`src/rtl/sg_dma_rd_arb.sv`:
```
// sg_dma_rd_arb: NUM_CH channel readers share one AVMM burst read master; returning beats are routed in issue order.
// Define SG_DMA_RD_ARB_PRIO_EN to give ch0 strict priority over a round-robin among the remaining channels.
module sg_dma_rd_arb #(
  parameter int NUM_CH      = 4,
  parameter int DATA_W      = 256,
  parameter int ADDR_W      = 32,
  parameter int BCNT_W      = 11,
  parameter int OUTST_DEPTH = 8
) (
  input  logic                         clk,
  input  logic                         reset,
  input  logic [NUM_CH-1:0]            ch_rd_req_i,
  input  logic [NUM_CH*ADDR_W-1:0]     ch_rd_addr_i,
  input  logic [NUM_CH*BCNT_W-1:0]     ch_rd_bcount_i,
  output logic [NUM_CH-1:0]            ch_rd_gnt_o,
  output logic [DATA_W-1:0]            ch_rd_data_o,
  output logic [NUM_CH-1:0]            ch_rd_data_valid_o,
  output logic [ADDR_W-1:0]            rd_master_addr_o,
  output logic [BCNT_W-1:0]            rd_master_bcount_o,
  output logic                         rd_master_rd_o,
  input  logic                         rd_master_wait_req_i,
  input  logic                         rd_master_data_valid_i,
  input  logic [DATA_W-1:0]            rd_master_data_i,
  output logic [$clog2(OUTST_DEPTH):0] outst_cnt_o,
  output logic                         err_o
);
  localparam int IDW = $clog2(NUM_CH);
  localparam int PW  = $clog2(OUTST_DEPTH);
  typedef enum logic [1:0] {IDLE, ISSUE, GNT} state_t;
  state_t state, state_nx;
  logic [IDW-1:0] ptr, id, win, id_nx;
  logic found, sel, push, pop, beat, empty, full;
  logic [BCNT_W-1:0] win_bc, left, rem;
  logic [PW:0] wp, rp;
  logic [IDW-1:0] f_id [OUTST_DEPTH];
  logic [BCNT_W-1:0] f_bc [OUTST_DEPTH];

  function automatic logic [IDW-1:0] wrap(input int v);
    return IDW'(v % NUM_CH);
  endfunction

  // first requester at or after ptr; ptr already holds last_granted+1
  always_comb begin
    win = '0;
    found = 1'b0;
    for (int i = 0; i < NUM_CH; i++)
`ifdef SG_DMA_RD_ARB_PRIO_EN
      if (!found && ch_rd_req_i[wrap(int'(ptr) + i)] && wrap(int'(ptr) + i) != '0) begin
`else
      if (!found && ch_rd_req_i[wrap(int'(ptr) + i)]) begin
`endif
        win = wrap(int'(ptr) + i);
        found = 1'b1;
      end
`ifdef SG_DMA_RD_ARB_PRIO_EN
    if (ch_rd_req_i[0]) begin
      win = '0;
      found = 1'b1;
    end
`endif
  end

  assign win_bc      = ch_rd_bcount_i[win*BCNT_W +: BCNT_W];
  assign id_nx       = (id == IDW'(NUM_CH - 1)) ? '0 : id + 1'b1;
  assign sel         = state == IDLE && found && !full;
  assign push        = state == ISSUE && !rd_master_wait_req_i;
  assign beat        = rd_master_data_valid_i;
  assign outst_cnt_o = wp - rp;
  assign empty       = wp == rp;
  assign full        = outst_cnt_o == (PW+1)'(OUTST_DEPTH);
  // left==0 means the head burst has not delivered a beat yet
  assign rem         = left == '0 ? f_bc[rp[PW-1:0]] : left;
  assign pop         = beat && !empty && rem == BCNT_W'(1);

  always_ff @(posedge clk or negedge reset)
    if (!reset) state <= IDLE;
    else state <= state_nx;

  always_comb
    state_nx = state == IDLE  ? (sel ? (win_bc == '0 ? GNT : ISSUE) : IDLE) :
               state == ISSUE ? (rd_master_wait_req_i ? ISSUE : GNT) : IDLE;

  always_comb begin
    rd_master_rd_o = state == ISSUE;
    ch_rd_gnt_o    = state == GNT ? NUM_CH'(1) << id : '0;
  end

  always_ff @(posedge clk or negedge reset)
    if (!reset) begin
      ptr                <= '0;
      id                 <= '0;
      rd_master_addr_o   <= '0;
      rd_master_bcount_o <= '0;
      wp                 <= '0;
      rp                 <= '0;
      left               <= '0;
      ch_rd_data_o       <= '0;
      ch_rd_data_valid_o <= '0;
      err_o              <= 1'b0;
    end else begin
      if (sel) begin
        id                 <= win;
        rd_master_addr_o   <= ch_rd_addr_i[win*ADDR_W +: ADDR_W];
        rd_master_bcount_o <= win_bc;
      end
`ifdef SG_DMA_RD_ARB_PRIO_EN
      if (state == GNT && id != '0) ptr <= id_nx;
`else
      if (state == GNT) ptr <= id_nx;
`endif
      if (push) wp <= wp + 1'b1;
      if (pop) rp <= rp + 1'b1;
      if (beat && !empty) begin
        left         <= rem - 1'b1;
        ch_rd_data_o <= rd_master_data_i;
      end
      ch_rd_data_valid_o <= beat && !empty ? NUM_CH'(1) << f_id[rp[PW-1:0]] : '0;
      if (beat && empty) err_o <= 1'b1;
    end

  always_ff @(posedge clk)
    if (push) begin
      f_id[wp[PW-1:0]] <= id;
      f_bc[wp[PW-1:0]] <= rd_master_bcount_o;
    end
endmodule

```
`config.mk`:
```
export PLATFORM = sky130hd
export DESIGN_NAME = sg_dma_rd_arb
export DESIGN_NICKNAME = d
export VERILOG_FILES = /design/src/rtl/sg_dma_rd_arb.sv
export SDC_FILE = /design/constraint.sdc
export NUM_CORES = 1
export LEC_CHECK = 0
export CAP_MARGIN = 20
export CORE_AREA = 3 3 293 295
export DETAILED_ROUTE_END_ITERATION = 8
export DIE_AREA = 0 0 296 298
export HOLD_SLACK_MARGIN = 0.03
export PLACE_DENSITY_LB_ADDON = 0.1
export SLEW_MARGIN = 30
export SYNTH_ARGS = -nofsm -noshare
export SYNTH_HDL_FRONTEND = slang
export SYNTH_SLANG_ARGS = --single-unit
```
`constraint.sdc`:
```
create_clock -name clk -period 6.62 [get_ports clk]
set_input_delay 1.655 -clock clk [delete_from_list [all_inputs] [get_ports clk]]
set_output_delay 1.655 -clock clk [all_outputs]
set_load 0.005 [all_outputs]
```
# Word-level counts from Yosys, hierarchy flattened
# Memories as Yosys holds them, arrays and structs flattened.
# Cells that the tools add are included.
# op_classes
n_addsub	8
n_mul	1
div_mod_pow	0
magnitude_cmp	4
n_eq_ne	6
n_shift	4
muxes	27
bitwise	0
reduce_logical	18
# ops
operator	count
128-bit by 8-bit variable part select with 32-bit output	1
44-bit by 7-bit variable part select with 11-bit output	1
11-bit zero test	2
2-bit two-way mux	10
2-bit by 3-bit less-than comparator with 1-bit output, second input constant	4
11-bit by 1-bit equality test with 1-bit output, second input constant	1
11-bit two-way mux	1
11-bit by 1-bit subtractor with 11-bit output, second input constant	1
1-bit two-way mux	10
1-bit logical AND	9
4-bit by 1-bit adder with 4-bit output, second input constant	2
1-bit binary-select mux with 2-bit select	4
4-bit two-way mux	2
1-bit by 2-bit left shift with 4-bit output, first input constant	2
1-bit zero test	6
2-bit by 4-bit multiplier with 6-bit output, second input constant	1
2-bit by 1-bit adder with 2-bit output, second input constant	2
2-bit adder, second input constant	2
2-bit equality test, second input constant	2
4-bit equality test	1
4-bit equality test, second input constant	1
4-bit subtractor	1
2-bit by 1-bit equality test with 1-bit output, second input constant	1
2-bit zero test	1
# word_totals
reg_bits	329
latchBits	0
ramBits	104
romBits	0
input_bits	436
wordCells	81
memories	2
# mem_list
name	words	width	read_ports	rd_ports_with_merged_regs	wr	line_no	source
f_bc	8	11	1	0	1	36	logic [BCNT_W-1:0] f_bc [OUTST_DEPTH];
f_id	8	2	1	0	1	35	logic [IDW-1:0] f_id [OUTST_DEPTH];

# Depth between registers and ports, before layout
# depth
word_depth	18
ltp_mapped	13

# Least setup slack after synthesis
# Ideal clock, no wire load.
# synth_timing
path_type	input port to flip-flop
startpoint	input port ch_rd_req_i[1]
endpoint	register state[0]
setup_ns	0.126
arrival_ns	3.521
t_required_ns	6.494
path_slack_ns	2.973
stages	8
path_buffers	1
path_cell_list	or3b_2 > o221ai_1 > buf_2 > mux2i_1 > mux2i_1 > nor4_1 > nand2_1 > a221o_1
# synth_between
elab_chain_len	18
elab_cells_between_ends	30
# synth_rtl
item	line_no	source
start: declaration	12	input logic [NUM_CH-1:0] ch_rd_req_i,
1-bit binary-select mux with 2-bit select	50	if (!found && ch_rd_req_i[wrap(int'(ptr) + i)]) begin
1-bit two-way mux (implied by the code)	50	
1-bit two-way mux	50	
1-bit zero test	50	
1-bit logical AND	50	
1-bit two-way mux	50	
1-bit zero test	50	
1-bit logical AND	50	
[2 not listed]	n/a	
1-bit logical AND	50	
2-bit two-way mux	50	
2-bit by 4-bit multiplier with 6-bit output	63	assign win_bc = ch_rd_bcount_i[win*BCNT_W +: BCNT_W];
44-bit by 7-bit variable part select with 11-bit output	63	
11-bit zero test	80	state_nx = state == IDLE ? (sel ? (win_bc == '0 ? GNT : ISSUE) : IDLE) :
2-bit two-way mux	80	
2-bit two-way mux * (2 in a row)	80	
net state_nx[0]	30	state_t state, state_nx;
end signal: assignment	77	else state <= state_nx;
end: declaration	30	
# Mark *: on every way through the listed nets, which the timed path passes. The rest lies on a longest branch. The select of a mux whose other input is x is not followed.
# A chain may end at the register's enable or synchronous reset.

# Worst setup path after layout
# layout_timing
startpoint	register rp[1]
endpoint	output port outst_cnt_o[3]
# layout_between
elab_chain_len	1
# layout_rtl
item	line_no	source
start: declaration	34	logic [PW:0] wp, rp;
start signal: assignment	112	if (pop) rp <= rp + 1'b1;
4-bit subtractor	68	assign outst_cnt_o = wp - rp;
end: declaration	24	output logic [$clog2(OUTST_DEPTH):0] outst_cnt_o,
# Every way passes these cells.

==> results.md <==
- Max-slew headroom: 0.376
- Setup crit start kind: register
- Share of cells above drive strength 1: 0.0766
- CP max stage cell: clkdlybuf4s50_1
- Worst vdd ir: roughly 0.19 mV
- Critical path, cell by cell: buf_4, inv_1, ha_1, a21o_1, a21oi_1, xor2_1, clkdlybuf4s50_1
- DP Cell Count: roughly 3,500
- Worst-skew pair later-pin latency: about 600 ps
- Crit end category: output port
- Post-CTS setup repair buffer count: 0
- Clock root buffer master: clkbuf_16
- Top_reg_cell synth: dfrtp_1
- Vias in the first global route: about 16,000
- Via density: ~4.2
- Number of nets in the layout: a little under 3,000
- Die Y-Extent: between 200 and 300 µm
- Status: finished clean
- Die width: roughly 300 µm
- Final Util: 0.345
- DIE AREA: roughly 88,000 µm²
- Sequential power share: 0.370
- Number of flops mapped to enable cells by yosys: 104
- CP bufs+invs: 3
- Syn nets: about 2,200
- Io pins: between 700 and 800
- Grt total ovfl: 0
- Switching pwr: around 3700 µW
- Clock-pin slew on the worst setup and hold paths: 50 ps
- Htree depth: 2
- Final setup viols: 0
- Drt total wl: 74,700 µm
- RSZ-0062 raised after global routing: no
- Hold_buf cts: 0
- Slew Limit Fails: 0
- Fin crit share: 0.741
- CTS buffer count: 54
- Proportion of power drawn by the clock network: 0.264
- First-pass GRT wire length: roughly 110,000 µm
- CP Class: reg2out
- Final min period: between 4000 and 5000 ps
- Row count: between 100 and 150
- Setup ws final: approximately 1700 ps
- Yosys top cell area share: 0.453
- Pin slew with the least headroom to its limit: just over 900 ps
- Post-cts resize count: 0
- Worst slack at placement: ~1700 ps
- IO buf count: 748
- Wire per inst: between 20 and 25 µm
- CTS sink count: about 430
- Largest net degree at the start of global routing: about 140
- CP top delay family: buffers and inverters
- Fraction of registers with async set or reset after synthesis: 0.760
- Synth Cell Area: between 15,000 and 20,000 µm²
- Critical path data required time: about 5000 ps
- Fin cells: approximately 3,600
- Synth area leaders: dfrtp_1 (45%), nand2_1 (18%), edfxtp_1 (17%), mux2_2 (3.1%), mux4_2 (2.7%)
- Sw Share: 0.329
- Syn Area/Cell: a little over 10 µm²
- Fin. Hold Viols: 0
- Synthesis Warnings: 0
- DRC: 0
- Initial Util: 0.218
- Max-cap viol count: 0
- Antenna-violating nets left: 0
- Synth Register Bits: approximately 430
- Cell accounting for the most synthesized area: dfrtp_1
- Hpwl dp: between 50,000 and 60,000 µm
- Gate Count Post-Synth: between 1,500 and 2,000
- CP Max Fanout: 30
- Clock Skews: 22.1 ps
- Clock tree buffer depth: 3
- Static Leak: 0.0124 µW
- Comb power frac: 0.365
- Setup total negative slack: 0 ps
- GP Congestion: 0.919
- Internal power: about 7500 µW
- Fillers: 8,378
- Sequential fraction of the synthesis area: 0.624
- PwrDens: roughly 390 nW/µm²
- Count of cell types in the netlist: between 50 and 60
- FMAX: ~200 MHz
- Core footprint: 83,400 µm²
- Area Growth Syn to Fin: 58.2%
- Initial drt markers: 716
- Total track usage: 0.164
- CTS tree: done
- DR vias: ~15,000
- Initial antenna violation count: 10
- Worst Hold Class: reg2reg
- Crit path DAT: about 3300 ps
- Pre-Repair DR Iteration Count: 4
- Slowest cell delay on critical path: around 740 ps
metrics by stage:
stage / instance area [µm²] / power (µW) / hold slack, ps
global placement: 26900 / 8260 / 450
global route: 28800 / 11900 / 488
finish: 28800 / 11100 / 458
floorplan: 18200 / 5760 / 451
CTS: 28700 / 11400 / 469
detailed placement: 27000 / 8320 / 460
cell families (layout without fill, tap and decap cells):
| logic type | after synthesis | after routing | share of synthesized area |
|---|---|---|---|
| simple gates | 968 | 968 | 0.211 |
| buf+inv | 109 | 879 | 0.0241 |
| compound gates | 114 | 114 | 0.0417 |
| mux | 115 | 115 | 0.0854 |
| xor+xnor | 11 | 11 | 0.00530 |
| fa+ha+maj | 12 | 12 | 0.00867 |
| other cells | 0 | 6 | 0 |
| flops | 433 | 433 | 0.624 |
per-layer routing:
metal,share of wire,track usage
met1,0.37,0.179
met2,0.52,0.298
met3,0.082,0.0561
met4,0.028,0.0478
met5,0.00048,0
layout by cell type (no fill, tap or decap), types with 3 or more instances in the layout:
master	Yosys	layout
o21ai_0	13	13
mux4_1	4	4
buf_8	0	3
and2_1	31	31
clkinv_1	1	3
bufinv_16	0	3
clkbuf_8	0	11
ha_1	11	11
buf_12	0	5
clkdlybuf4s50_1	0	747
a21oi_1	16	16
inv_1	10	10
nor2_2	0	4
clkbuf_16	0	54
edfxtp_1	104	104
clkbuf_1	81	14
mux2i_1	39	39
a21o_1	4	4
and4_1	4	4
nor4_1	6	6
xnor2_1	6	6
dfrtp_1	329	329
buf_4	1	13
nor3_1	8	6
nor2_1	26	20
nand3_1	6	6
nor2b_1	6	5
diode_2	0	6
mux4_2	22	22
mux2_2	50	50
a31oi_1	32	32
nand4_1	3	3
xor2_1	5	5
nand2_1	863	863
clkinv_2	0	8
and2_0	7	7
a211oi_1	33	33
registers in the layout (all words and copies together), names as in the netlist:
| register | flops |
|---|---|
| ch_rd_data_o | 256 |
| ch_rd_data_valid_o | 4 |
| err_o | 1 |
| f_bc | 88 |
| f_id | 16 |
| id | 2 |
| left | 11 |
| ptr | 2 |
| rd_master_addr_o | 32 |
| rd_master_bcount_o | 11 |
| rp | 4 |
| state | 2 |
| wp | 4 |
Yosys cell counts, drive strengths merged, types with 2 or more instances:
cell type / n
and3: 2
a21boi: 2
xnor2: 6
mux2: 50
nor2b: 6
nor3: 8
buf: 17
a21oi: 16
mux4: 26
clkbuf: 81
nand3: 6
a31oi: 32
ha: 11
and4: 4
mux2i: 39
xor2: 5
o21bai: 2
nand2: 863
dfrtp: 329
a211oi: 33
nand2b: 2
o22a: 2
edfxtp: 104
nor4: 7
and2: 38
a21o: 4
nor2: 26
nand4: 3
inv: 10
o21ai: 14
worst register-to-register path, delay by kind of cell (launching register included):
kind,cells,cell delay (ps)
flops,1,320
mux,1,400
buf+inv,3,1030
compound gates,3,780
xor+xnor,1,150
fa+ha+maj,1,320
power groups by stage:
stage,Combinational (µW),Clock (µW),Sequential [µW]
3_3_place_gp,4100,0,4150
4_1_cts,4160,3070,4140
3_5_place_dp,4140,0,4170
2_1_floorplan,1670,0,4090
6_report,4060,2940,4120
5_1_grt,4460,3180,4230
final timing paths:
| path | from | depth (start not counted) | slack, ps | to |
|---|---|---|---|---|
| max | rp[1] | 7 | 1720 | outst_cnt_o[3] |
| min | err_o | 1 | 460 | err_o |
| max reg2reg | rp[1] | 9 | 3510 | rd_master_addr_o[11] |
| min reg2reg | err_o | 1 | 460 | err_o |
| max in group asynchronous | reset | 2 | 4150 | ch_rd_data_o[122] |
| min in group asynchronous | reset | 1 | 1030 | ch_rd_data_o[81] |
area by class of cell:
class | count | area, µm² | area share
Sequential cell | 433 | 11400 | 0.395
Timing Repair Buffer | 770 | 7770 | 0.270
Multi-Input combinational cell | 1220 | 6490 | 0.226
Clock buffer | 79 | 1560 | 0.0540
Tap cell | 1080 | 1350 | 0.0469
Clock inverter | 19 | 195 | 0.00678
Inverter | 11 | 41.3 | 0.00143
Antenna cell | 6 | 15.0 | 0.000522
Power figures use the tool's default switching activity.
